$ cat config.mk
export PLATFORM = sky130hd
export DESIGN_NAME = if_stage
export DESIGN_NICKNAME = d
export VERILOG_FILES = /design/src/rtl/if_stage_pkg.sv /design/src/rtl/if_stage_if_id_reg.sv /design/src/rtl/if_stage.sv
export SDC_FILE = /design/constraint.sdc
export NUM_CORES = 1
export LEC_CHECK = 0
export BUFFER_PORTS_ARGS = -buffer_cell sky130_fd_sc_hd__clkbuf_2
export CAP_MARGIN = 30
export CORE_ASPECT_RATIO = 0.7
export CORE_MARGIN = 10
export CORE_UTILIZATION = 39
export CTS_CLUSTER_DIAMETER = 30
export DETAILED_ROUTE_END_ITERATION = 10
export PLACE_DENSITY_LB_ADDON = 0.25
export SKIP_LAST_GASP = 1
export SLEW_MARGIN = 20
export SYNTH_ARGS = -nofsm -noshare
export SYNTH_HDL_FRONTEND = slang
export SYNTH_SLANG_ARGS = --single-unit
$ cat constraint.sdc
create_clock -name clk -period 2.5 [get_ports clk]
set_clock_uncertainty 0.1 [all_clocks]
set_input_delay 0.125 -clock clk [delete_from_list [all_inputs] [get_ports clk]]
set_output_delay 0.125 -clock clk [all_outputs]
set_load 0.02 [all_outputs]
$ cat src/rtl/if_stage_pkg.sv
// Shared definitions for the MIPS pipeline front end: instruction constants,
// opcode encodings and the IF/ID register payload.
package if_stage_pkg;

  localparam int          INSTR_W          = 32;
  localparam logic [31:0] NOP_INSTR        = 32'h0000_0000;
  localparam logic [31:0] PC_RESET_DEFAULT = 32'h0000_0000;
  localparam logic [31:0] PC_STEP          = 32'd4;

  typedef enum logic [5:0] {
    OP_RTYPE = 6'h00,
    OP_J     = 6'h02,
    OP_BEQ   = 6'h04,
    OP_BNE   = 6'h05,
    OP_ADDI  = 6'h08,
    OP_ANDI  = 6'h0C,
    OP_LW    = 6'h23,
    OP_SW    = 6'h2B
  } opcode_e;

  typedef struct packed {
    logic [INSTR_W-1:0] instr;
    logic [31:0]        pc4;
    logic               valid;
  } if_id_t;

  localparam if_id_t IF_ID_RESET = '{instr: NOP_INSTR, pc4: 32'h0, valid: 1'b0};

  function automatic logic [5:0] opcode_of(input logic [INSTR_W-1:0] instr);
    return instr[31:26];
  endfunction

endpackage

$ cat src/rtl/if_stage_if_id_reg.sv
// IF/ID pipeline register: hold freezes the contents, flush replaces the
// instruction with a NOP bubble while still recording the sequential PC+4.
module if_id_reg
  import if_stage_pkg::*;
(
  input  logic   clk,
  input  logic   rst_n,
  input  logic   hold,
  input  logic   flush,
  input  if_id_t d,
  output if_id_t q
);

  // NOTE: state registers use non-blocking assignments so every flop samples
  // the values from before the edge, regardless of block ordering.
  always_ff @(posedge clk or negedge rst_n) begin
    if (!rst_n) begin
      q <= IF_ID_RESET;
    end else if (hold) begin
      q <= q;
    end else if (flush) begin
      q <= '{instr: NOP_INSTR, pc4: d.pc4, valid: 1'b0};
    end else begin
      q <= d;
    end
  end

endmodule

$ cat src/rtl/if_stage.sv
// Instruction-fetch stage: PC register, next-PC selection for stall/branch/
// jump, IF/ID register and saturating stall/flush event counters.
module if_stage
  import if_stage_pkg::*;
#(
  parameter logic [31:0] PC_RESET = PC_RESET_DEFAULT,
  parameter int          CNT_W    = 16
) (
  input  logic             clk,
  input  logic             rst_n,
  output logic [31:0]      imem_addr,
  input  logic [31:0]      imem_rdata,
  input  logic             stall,
  input  logic             branch_taken,
  input  logic [31:0]      branch_target,
  input  logic             jump,
  input  logic [31:0]      jump_target,
  output logic [31:0]      pc,
  output logic [31:0]      if_id_instru,
  output logic [31:0]      if_id_pc4,
  output logic             if_id_valid,
  output logic [CNT_W-1:0] stall_cnt,
  output logic [CNT_W-1:0] flush_cnt
);

  logic [31:0] pc4;
  logic [31:0] next_pc;
  logic        redirect;
  if_id_t      if_id_d;
  if_id_t      if_id_q;

  assign imem_addr = pc;
  assign pc4       = pc + PC_STEP;
  assign redirect  = branch_taken | jump;

  // NOTE: every output of a combinational block gets a default first so no
  // path through the if/else chain can leave a latch behind.
  always_comb begin
    next_pc = pc4;
    if (stall) begin
      next_pc = pc;
    end else if (branch_taken) begin
      next_pc = branch_target;
    end else if (jump) begin
      next_pc = jump_target;
    end
  end

  always_ff @(posedge clk or negedge rst_n) begin
    if (!rst_n) begin
      pc <= PC_RESET;
    end else begin
      pc <= next_pc;
    end
  end

  assign if_id_d = '{instr: imem_rdata, pc4: pc4, valid: 1'b1};

  if_id_reg u_if_id_reg (
    .clk   (clk),
    .rst_n (rst_n),
    .hold  (stall),
    .flush (redirect),
    .d     (if_id_d),
    .q     (if_id_q)
  );

  assign if_id_instru = if_id_q.instr;
  assign if_id_pc4    = if_id_q.pc4;
  assign if_id_valid  = if_id_q.valid;

  // A redirect only counts when it is accepted, i.e. not masked by a stall.
  always_ff @(posedge clk or negedge rst_n) begin
    if (!rst_n) begin
      stall_cnt <= '0;
      flush_cnt <= '0;
    end else begin
      if (stall && (stall_cnt != '1)) begin
        stall_cnt <= stall_cnt + CNT_W'(1);
      end
      if (!stall && redirect && (flush_cnt != '1)) begin
        flush_cnt <= flush_cnt + CNT_W'(1);
      end
    end
  end

endmodule

; ---- After elaboration in Yosys (flattened, before gate mapping)
; Index checks and enable logic that the tools add are counted.
; Widths: inputs -> output; s select.
[classes]
n_addsub = 3
n_mul = 0
div_mod_pow = 0
magnitude_cmp = 0
n_eq_ne = 2
n_shift = 0
mux = 3
n_bitwise = 1
n_reduce_logical = 4
[ops]
columns = op, n
row1 = $mux 65, 1
row2 = $mux 32, 2
row3 = $add 16x1->16 const B, 2
row4 = $add 32x3->32 const B, 1
row5 = $ne 16x16->1 const B, 2
row6 = $logic_and 1x1->1, 3
row7 = $logic_not 1->1, 1
row8 = $or 1x1->1, 1
[word_totals]
reg_bits = 129
latch_bits = 0
ramBits = 0
romBits = 0
n_memories = 0

; ---- Logic depth before layout (Yosys ltp)
; Gate-level depths: netlist of the first run.
[logic_depth]
depth_word = 3
mapped_depth = 8

; ---- Hierarchy
; Synthesis of the first run repeated with hierarchy kept, for this count alone.
[hier_totals]
hier_cells = 753
hier_area_um2 = 7349.5
[by_module_without_submodules]
columns = mod, instances, cells_each, area_per_inst_um2, seq_area_each_um2
row1 = if_stage, 1, 544, 4640.7, 1601.5
row2 = if_id_reg, 1, 209, 2708.8, 1626.6

; ---- Least setup slack after synthesis of the first run
; Ideal clock, no wire load.
[synth_path]
kind = register to register
startpoint = reg pc[17], in the netlist imem_addr[17]
endpoint = reg pc[26], in the netlist imem_addr[26]
arrival_ps = 1975
path_slack_ps = 293
path_stages_with_launch = 6
period_less_slack_ps = 2207
cell_sequence = dfrtp_1 -> buf_2 -> nand4_2 -> or4_4 -> o311a_1 -> or3_1
[synth_between]
elab_chain_cells = 3
[synth_rtl]
columns = element, line_no
row1 = "start, declared", if_stage.sv:18  ; output logic [31:0] pc,
row2 = "start signal, assigned", if_stage.sv:53  ; pc <= next_pc;
row3 = $add 32x3->32, if_stage.sv:33  ; assign pc4 = pc + PC_STEP;
row4 = $mux 32, if_stage.sv:44  ; end else if (jump) begin
row5 = $mux 32, if_stage.sv:42  ; end else if (branch_taken) begin
; No other way between the ends.
; A chain may end at the register's enable or synchronous reset.

; ---- Worst setup path in the final report of the first run
[layout_path]
startpoint = reg pc[4], in the netlist imem_addr[4]
endpoint = reg pc[7], in the netlist imem_addr[7]
; The elaborated chain is that of the path after synthesis.

==> results of run 1 <==
layer usage:
layer / share of wire, % / vias up
met3: 8.0 / 15
met2: 46 / 259
met1: 45 / 3336
met5: 0 / -
li1: - / 3435
met4: 0.98 / 0
state kept, by name (all words and copies together), names as in the netlist:
signal and count:
stall_cnt 16, u_if_id_reg.q 65, flush_cnt 16, imem_addr 32
final cells by class:
type	instances	area, sq um	area share [%]
clock buffers	17	425	4.35
clock inverters	15	206	2.11
inverters	19	71.3	0.730
multi-input cells	547	3320	34.0
flip-flops and latches	129	3230	33.0
well taps	236	295	3.02
repair buffers	358	2220	22.7
worst paths after layout:
check | from | end | slack, ns | depth (start not counted)
worst max register to register | imem_addr[4]$_DFFE_PN0N_ | imem_addr[7]$_DFFE_PN0N_ | 0.19 | 6
min in group asynchronous | rst_n | imem_addr[21]$_DFFE_PN0N_ | 0.11 | 2
worst max-delay path | imem_addr[4]$_DFFE_PN0N_ | imem_addr[7]$_DFFE_PN0N_ | 0.19 | 6
worst min-delay path | jump_target[27] | imem_addr[27]$_DFFE_PN0N_ | 0.02 | 4
worst min register to register | u_if_id_reg.q[64]$_DFFE_PN0N_ | u_if_id_reg.q[64]$_DFFE_PN0N_ | 0.38 | 2
max in group asynchronous | rst_n | imem_addr[1]$_DFFE_PN0P_ | 1.49 | 3
worst reg2reg max path: stages, from the launching register on:
cell and delay [ns]:
dfrtp_1 0.48, and4_1 0.28, buf_4 0.17, a21boi_1 0.22, nor3_1 0.08, o41ai_1 0.32, dlygate4sd3_1 0.59
per-stage QoR:
stage / utilization, % / cells
6_report: 54.4 / 1321
5_1_grt: 54.4 / 1321
4_1_cts: 54.4 / 1320
3_5_place_dp: 47.7 / 1231
3_3_place_gp: 47.7 / 1231
2_1_floorplan: - / 788
cell families (layout without fill, tap and decap cells):
| group | after synthesis | count (layout) | share of synthesized area [%] |
|---|---|---|---|
| adders and majority gates | 3 | 3 | 0.528 |
| buffers and inverters | 112 | 409 | 7.94 |
| DFF | 129 | 129 | 45.4 |
| and+or+nand+nor | 296 | 296 | 21.3 |
| muxes | 9 | 9 | 1.39 |
| AOI/OAI and AO/OA | 208 | 208 | 19.6 |
| xor gates and xnor gates | 31 | 31 | 3.82 |
synthesized netlist by cell type (18+ instances only):
cell,instances,share of area [%]
dfrtp_1,129,45
nand2_1,110,5.8
o21ai_0,75,5.3
clkbuf_1,42,2.2
nor2_1,36,1.9
buf_4,35,3.7
nor3_1,30,2.1
nand4_1,26,2.3
xnor2_1,24,3.0
nand3_1,21,1.5
a21oi_1,20,1.4
inv_1,18,0.95
cells in the final DEF, fill, tap and decap left out, drive strengths merged, types with 6 or more instances in the layout:
| cell | n |
|---|---|
| nand3 | 23 |
| a31oi | 14 |
| inv | 22 |
| o21ai | 75 |
| buf | 42 |
| o311ai | 6 |
| or3 | 11 |
| a211oi | 6 |
| xor2 | 7 |
| clkinv | 6 |
| a22oi | 13 |
| nor4 | 8 |
| mux2 | 7 |
| clkbuf | 276 |
| o31ai | 10 |
| nand2 | 110 |
| o211ai | 6 |
| a21oi | 20 |
| and3 | 16 |
| nand4 | 27 |
| nor3 | 30 |
| nor2 | 36 |
| dfrtp | 129 |
| and4 | 10 |
| dlygate4sd3 | 57 |
| xnor2 | 24 |
| or4 | 11 |
power by group through the flow:
| stage | clock network, mW | registers (mW) | logic [mW] |
|---|---|---|---|
| after floorplan | 0 | 3.12 | 0.897 |
| after global placement | 0 | 2.76 | 2.01 |
| after detailed placement | 0 | 2.78 | 2.02 |
| after CTS | 2.74 | 2.75 | 2.11 |
| after global routing | 2.84 | 2.80 | 2.28 |
| final | 2.67 | 2.75 | 2.09 |
timing repair:
action,in CTS,in global routing
hold endpoints to repair,140,0
resized for setup,0,1
hold buffers,57,0
endpoints found under the setup margin,0,3
setup buffers,0,1
==> run metrics, run 1 <==
outcome completed; syn_area_per_cell between 9 and 10 sq um; EDFF count, synth 0; Die H 133 um; Max IR drop VDD 521 uV; first-pass GRT wire length 39400 um; dpl cell area between 0.008 and 0.009 sq mm; RSZ-0062 raised after global routing no; Worst Setup End Kind register; synth warn 0; Routed Antenna Nets 0; CP arrival 2.55 ns; Buf/Inv on CP 2; Fillers 1680; routed wire length 24900 um; endpoints failing setup 0; Clock Latency Late Sink 0.41 ns; share of power burned in registers 36.7%; fmax 0.434 GHz; clk buf depth 2; total number of vias 7045; syn_nets 892; Slew Viols, Final 0; M1 GR Usage 26.8%; post-route cell area 0.00977 sq mm; clock share of power 35.5%; most used flip-flop cell after synthesis dfrtp_1; initial drt markers 698; die width 181 um; setup TNS 0 ns; Pint 4.87 mW; Vias/cell 5.33; clk sink count 129; synthesized area 0.00711 sq mm; met3 track demand over resource around 7.2%; worst rel slew slack 53.4%; pwr dens between 700 and 800 mW/mm^2; number of synthesized register bits between 100 and 150; met2 GRT Util 30.5%; remaining global-route overflow 0; crit path max fanout 10; initial antenna violation count 0; Core Area 0.0180 sq mm; Worst Hold Slack 0.0208 ns; CTS buffer count 17; Critical Path Slowest Stage Cell dlygate4sd3_1; drt first pass iters 5; DP Wirelength 18100 um; DRC viols 0; final worst-path cycle share about 92%; Area Overhead vs Synth 37.5%; delay-heaviest family, CP buffers and inverters; Antenna diodes 0; slowest cell delay on critical path 0.59 ns; worst hold path type input pin to register; htree depth 4; Async S/R FF share, synth 100%; register area share after synthesis 45.4%; P_leak 4.52 nW; GRT busiest layer met2; GRT Overall Usage 20.0%; total power 7.51 mW; Sw Ratio 35.2%; Switch Pwr 2.64 mW; die area 0.0241 sq mm; Yosys cell types between 60 and 70; Max Cap Violations 0; Reg clk slew, reported paths ~0.06 ns; clk root buf clkbuf_16; Comb pwr share 27.8%; Tmin final between 2 and 2.5 ns; Worst Max-Slew Pin Slew 0.694 ns; critical path startpoint category register; class of the most critical setup path register to register; Row Count 41; vias in the first global route 6856; Worst Path Required 2.75 ns; Critical Path, Cell by Cell and4_1 -> buf_4 -> a21boi_1 -> nor3_1 -> o41ai_1 -> dlygate4sd3_1; WL/cell 18.8 um; layout cells sized above 1 32.3%; initial core utilization 39.6%; gp weighted congestion 0.823; largest net degree at the start of global routing 137; io pins 262; CTS tree done; # port buffers between 200 and 300; layout net count around 1200; PnR worst setup slack about 0.2 ns; Final Hold Fails 0; Synth Instances between 700 and 800; pre-CTS setup slack 0.286 ns
Note: power is estimated with default switching activity, not from simulation.
==> inputs of run 2 (changes only) <==
==> constraint.sdc (replaced) <==
create_clock -name clk -period 2.5 [get_ports clk]
set_clock_uncertainty 0.1 [all_clocks]
set_input_delay 0.125 -clock clk [delete_from_list [all_inputs] [get_ports clk]]
set_output_delay 0.125 -clock clk [all_outputs]
set_load 0.1 [all_outputs]
==> run 2 against run 1 <==
  * Via count grew 1.2%
  * Critical endpoint unchanged
  * Worst setup slack lost 0.00083 ns
  * Largest cell class unchanged
  * Largest power group is now combinational cells
  * Die area is the same
==> run metrics, run 2 (same netlist as run 1, synthesis figures left out) <==
outcome completed (unchanged); crit path max fanout 10 (unchanged); worst hold path type input pin to register (unchanged); layout cells sized above 1 34.9% (was 32.3%); Routed Antenna Nets 0 (unchanged); Antenna diodes 0 (unchanged); Worst Max-Slew Pin Slew 0.728 ns (was 0.694 ns); Clock Latency Late Sink 0.41 ns (about the same); endpoints failing setup 0 (unchanged); Slew Viols, Final 0 (unchanged); Cells after DPL 1224 (was 1231); die width 181 um (unchanged); RSZ-0062 raised after global routing yes (was no); Vias/cell 5.44 (was 5.33); htree depth 4 (unchanged); Worst Path Required 2.75 ns (about the same); CP arrival 2.55 ns (about the same); reg-to-reg slack, setup 0.19 ns (about the same); initial antenna violation count 0 (unchanged); total number of vias 7128 (was 7045); gp weighted congestion 0.858 (was 0.823); clk buf depth 2 (unchanged); Max Cap Violations 0 (unchanged); Area Overhead vs Synth 35.5% (was 37.5%); Tmin final 2.31 ns (about the same); die area 0.0241 sq mm (unchanged); pwr dens 992 mW/mm^2 (was 768 mW/mm^2); layout net count 1166 (was 1176); GRT Overall Usage 20.2% (was 20.0%); WL/cell 19.3 um (was 18.8 um); routed wire length 25300 um (was 24900 um); io pins 262 (unchanged); largest net degree at the start of global routing 85 (was 137); clk sink count 129 (unchanged); critical path startpoint category register (unchanged); initial core utilization 39.6% (unchanged); Reg with most FFs u_if_id_reg.q (unchanged); drt first pass iters 6 (was 5); remaining global-route overflow 0 (unchanged); setup TNS 0 ns (unchanged); final core occ 53.6% (was 54.4%); final worst-path cycle share 92.3% (was 92.2%); commonest non-fill, non-tap cell in the layout clkbuf_2 (unchanged); class of the most critical setup path register to register (unchanged); # port buffers 261 (unchanged); first-pass GRT wire length 39800 um (was 39400 um); vias in the first global route 6925 (was 6856); Worst Setup End Kind register (unchanged); Largest register FFs 65 (unchanged); initial drt markers 535 (was 698); Reg clk slew, reported paths 0.06 ns (about the same); P_leak 4.39 nW (was 4.52 nW); clk root buf clkbuf_16 (unchanged); Fillers 1690 (was 1680); most frequent cells in the layout clkbuf_2 (259), nand2_1 (110), dfrtp_1 (96) (was clkbuf_2 (259), dfrtp_1 (129), nand2_1 (110)); Max IR drop VDD 1160 uV (was 521 uV); DP Wirelength 18600 um (was 18100 um); CTS tree done (unchanged); setup bufs post-CTS 0 (unchanged); Die H 133 um (unchanged); Row Count 41 (unchanged); Final Hold Fails 0 (unchanged); fmax 0.434 GHz (about the same); Core Area 0.0180 sq mm (unchanged); Layout Cells excl Fill 1311 (was 1321); worst rel slew slack 51.5% (was 53.4%); CTS buffer count 17 (unchanged); DRC viols 0 (unchanged)
[run 2: cell types whose count changed in the layout (fill, tap and decap cells not counted), moves of 2 or more]
cell and delta:
bufinv_16 -3, dlygate4sd3_1 -2, dfrtp_1 -33, inv_6 -3, buf_4 -6, buf_12 -2, clkinv_2 +4, dfrtp_2 +33
[run 2: timing repair]
action	in CTS	in global routing
endpoints found under the hold margin	98	0
resized for setup	0	1
setup endpoints to repair	0	1
hold buffers	55	0
[run 2: worst max-delay path: stages (launching register included)]
cell and delay [ns]:
dfrtp_2 0.45, nand4_1 0.36, nor3b_1 0.37, nor3_1 0.08, o41ai_1 0.29, dlygate4sd3_1 0.59
[run 2: cell type report]
| class | count | area [sq um] | share of cell area (%) |
|---|---|---|---|
| clock buffer | 18 | 429 | 4.46 |
| clock inverter | 14 | 118 | 1.22 |
| inverter | 19 | 71.3 | 0.741 |
| multi-input combinational | 547 | 3330 | 34.6 |
| sequential | 129 | 3270 | 33.9 |
| tap | 236 | 295 | 3.07 |
| timing repair buffer | 348 | 2120 | 22.0 |
[run 2: final timing paths]
check	to	cells after the start	start
setup / recovery	imem_addr[7]$_DFFE_PN0N_	5	imem_addr[4]$_DFFE_PN0N_
setup reg to reg	imem_addr[7]$_DFFE_PN0N_	5	imem_addr[4]$_DFFE_PN0N_
max in group asynchronous	imem_addr[9]$_DFFE_PN0N_	3	rst_n
hold reg to reg	stall_cnt[10]$_DFFE_PN0P_	1	stall_cnt[10]$_DFFE_PN0P_
hold / removal	imem_addr[27]$_DFFE_PN0N_	4	jump_target[27]
min in group asynchronous	u_if_id_reg.q[56]$_DFFE_PN0N_	2	rst_n
[run 2: per-layer routing]
layer | routed length [um] | part of all wire (%) | global-route usage, % | vias to the layer above
met2 | 11400 | 45 | 30.8 | 262
met1 | 11300 | 45 | 26.8 | 3426
met5 | 0 | 0 | 0 | -
met4 | 314 | 1.2 | 4.42 | 0
met3 | 2240 | 8.8 | 7.49 | 20
li1 | - | - | - | 3420
[run 2: power breakdown]
group	switching, mW	internal [mW]	total, mW
combinational	3.66	0.733	4.39
sequential	0.395	2.42	2.82
clock	0.980	1.36	2.34
total	5.03	4.52	9.55
[run 2: metrics by stage]
| step | area (sq um) | hold WS (ns) | worst slack (ns) | power (mW) |
|---|---|---|---|---|
| 3_5_place_dp | 8530 | 0.0324 | 0.291 | 7.18 |
| 6_report | 9630 | 0.0131 | 0.193 | 9.55 |
| 2_1_floorplan | 7150 | -0.271 | 0.00181 | 6.40 |
| 3_3_place_gp | 8530 | 0.0292 | 0.331 | 7.17 |
| 5_1_grt | 9630 | 0.0198 | -0.00303 | 9.92 |
| 4_1_cts | 9630 | 0.00115 | 0.108 | 9.62 |
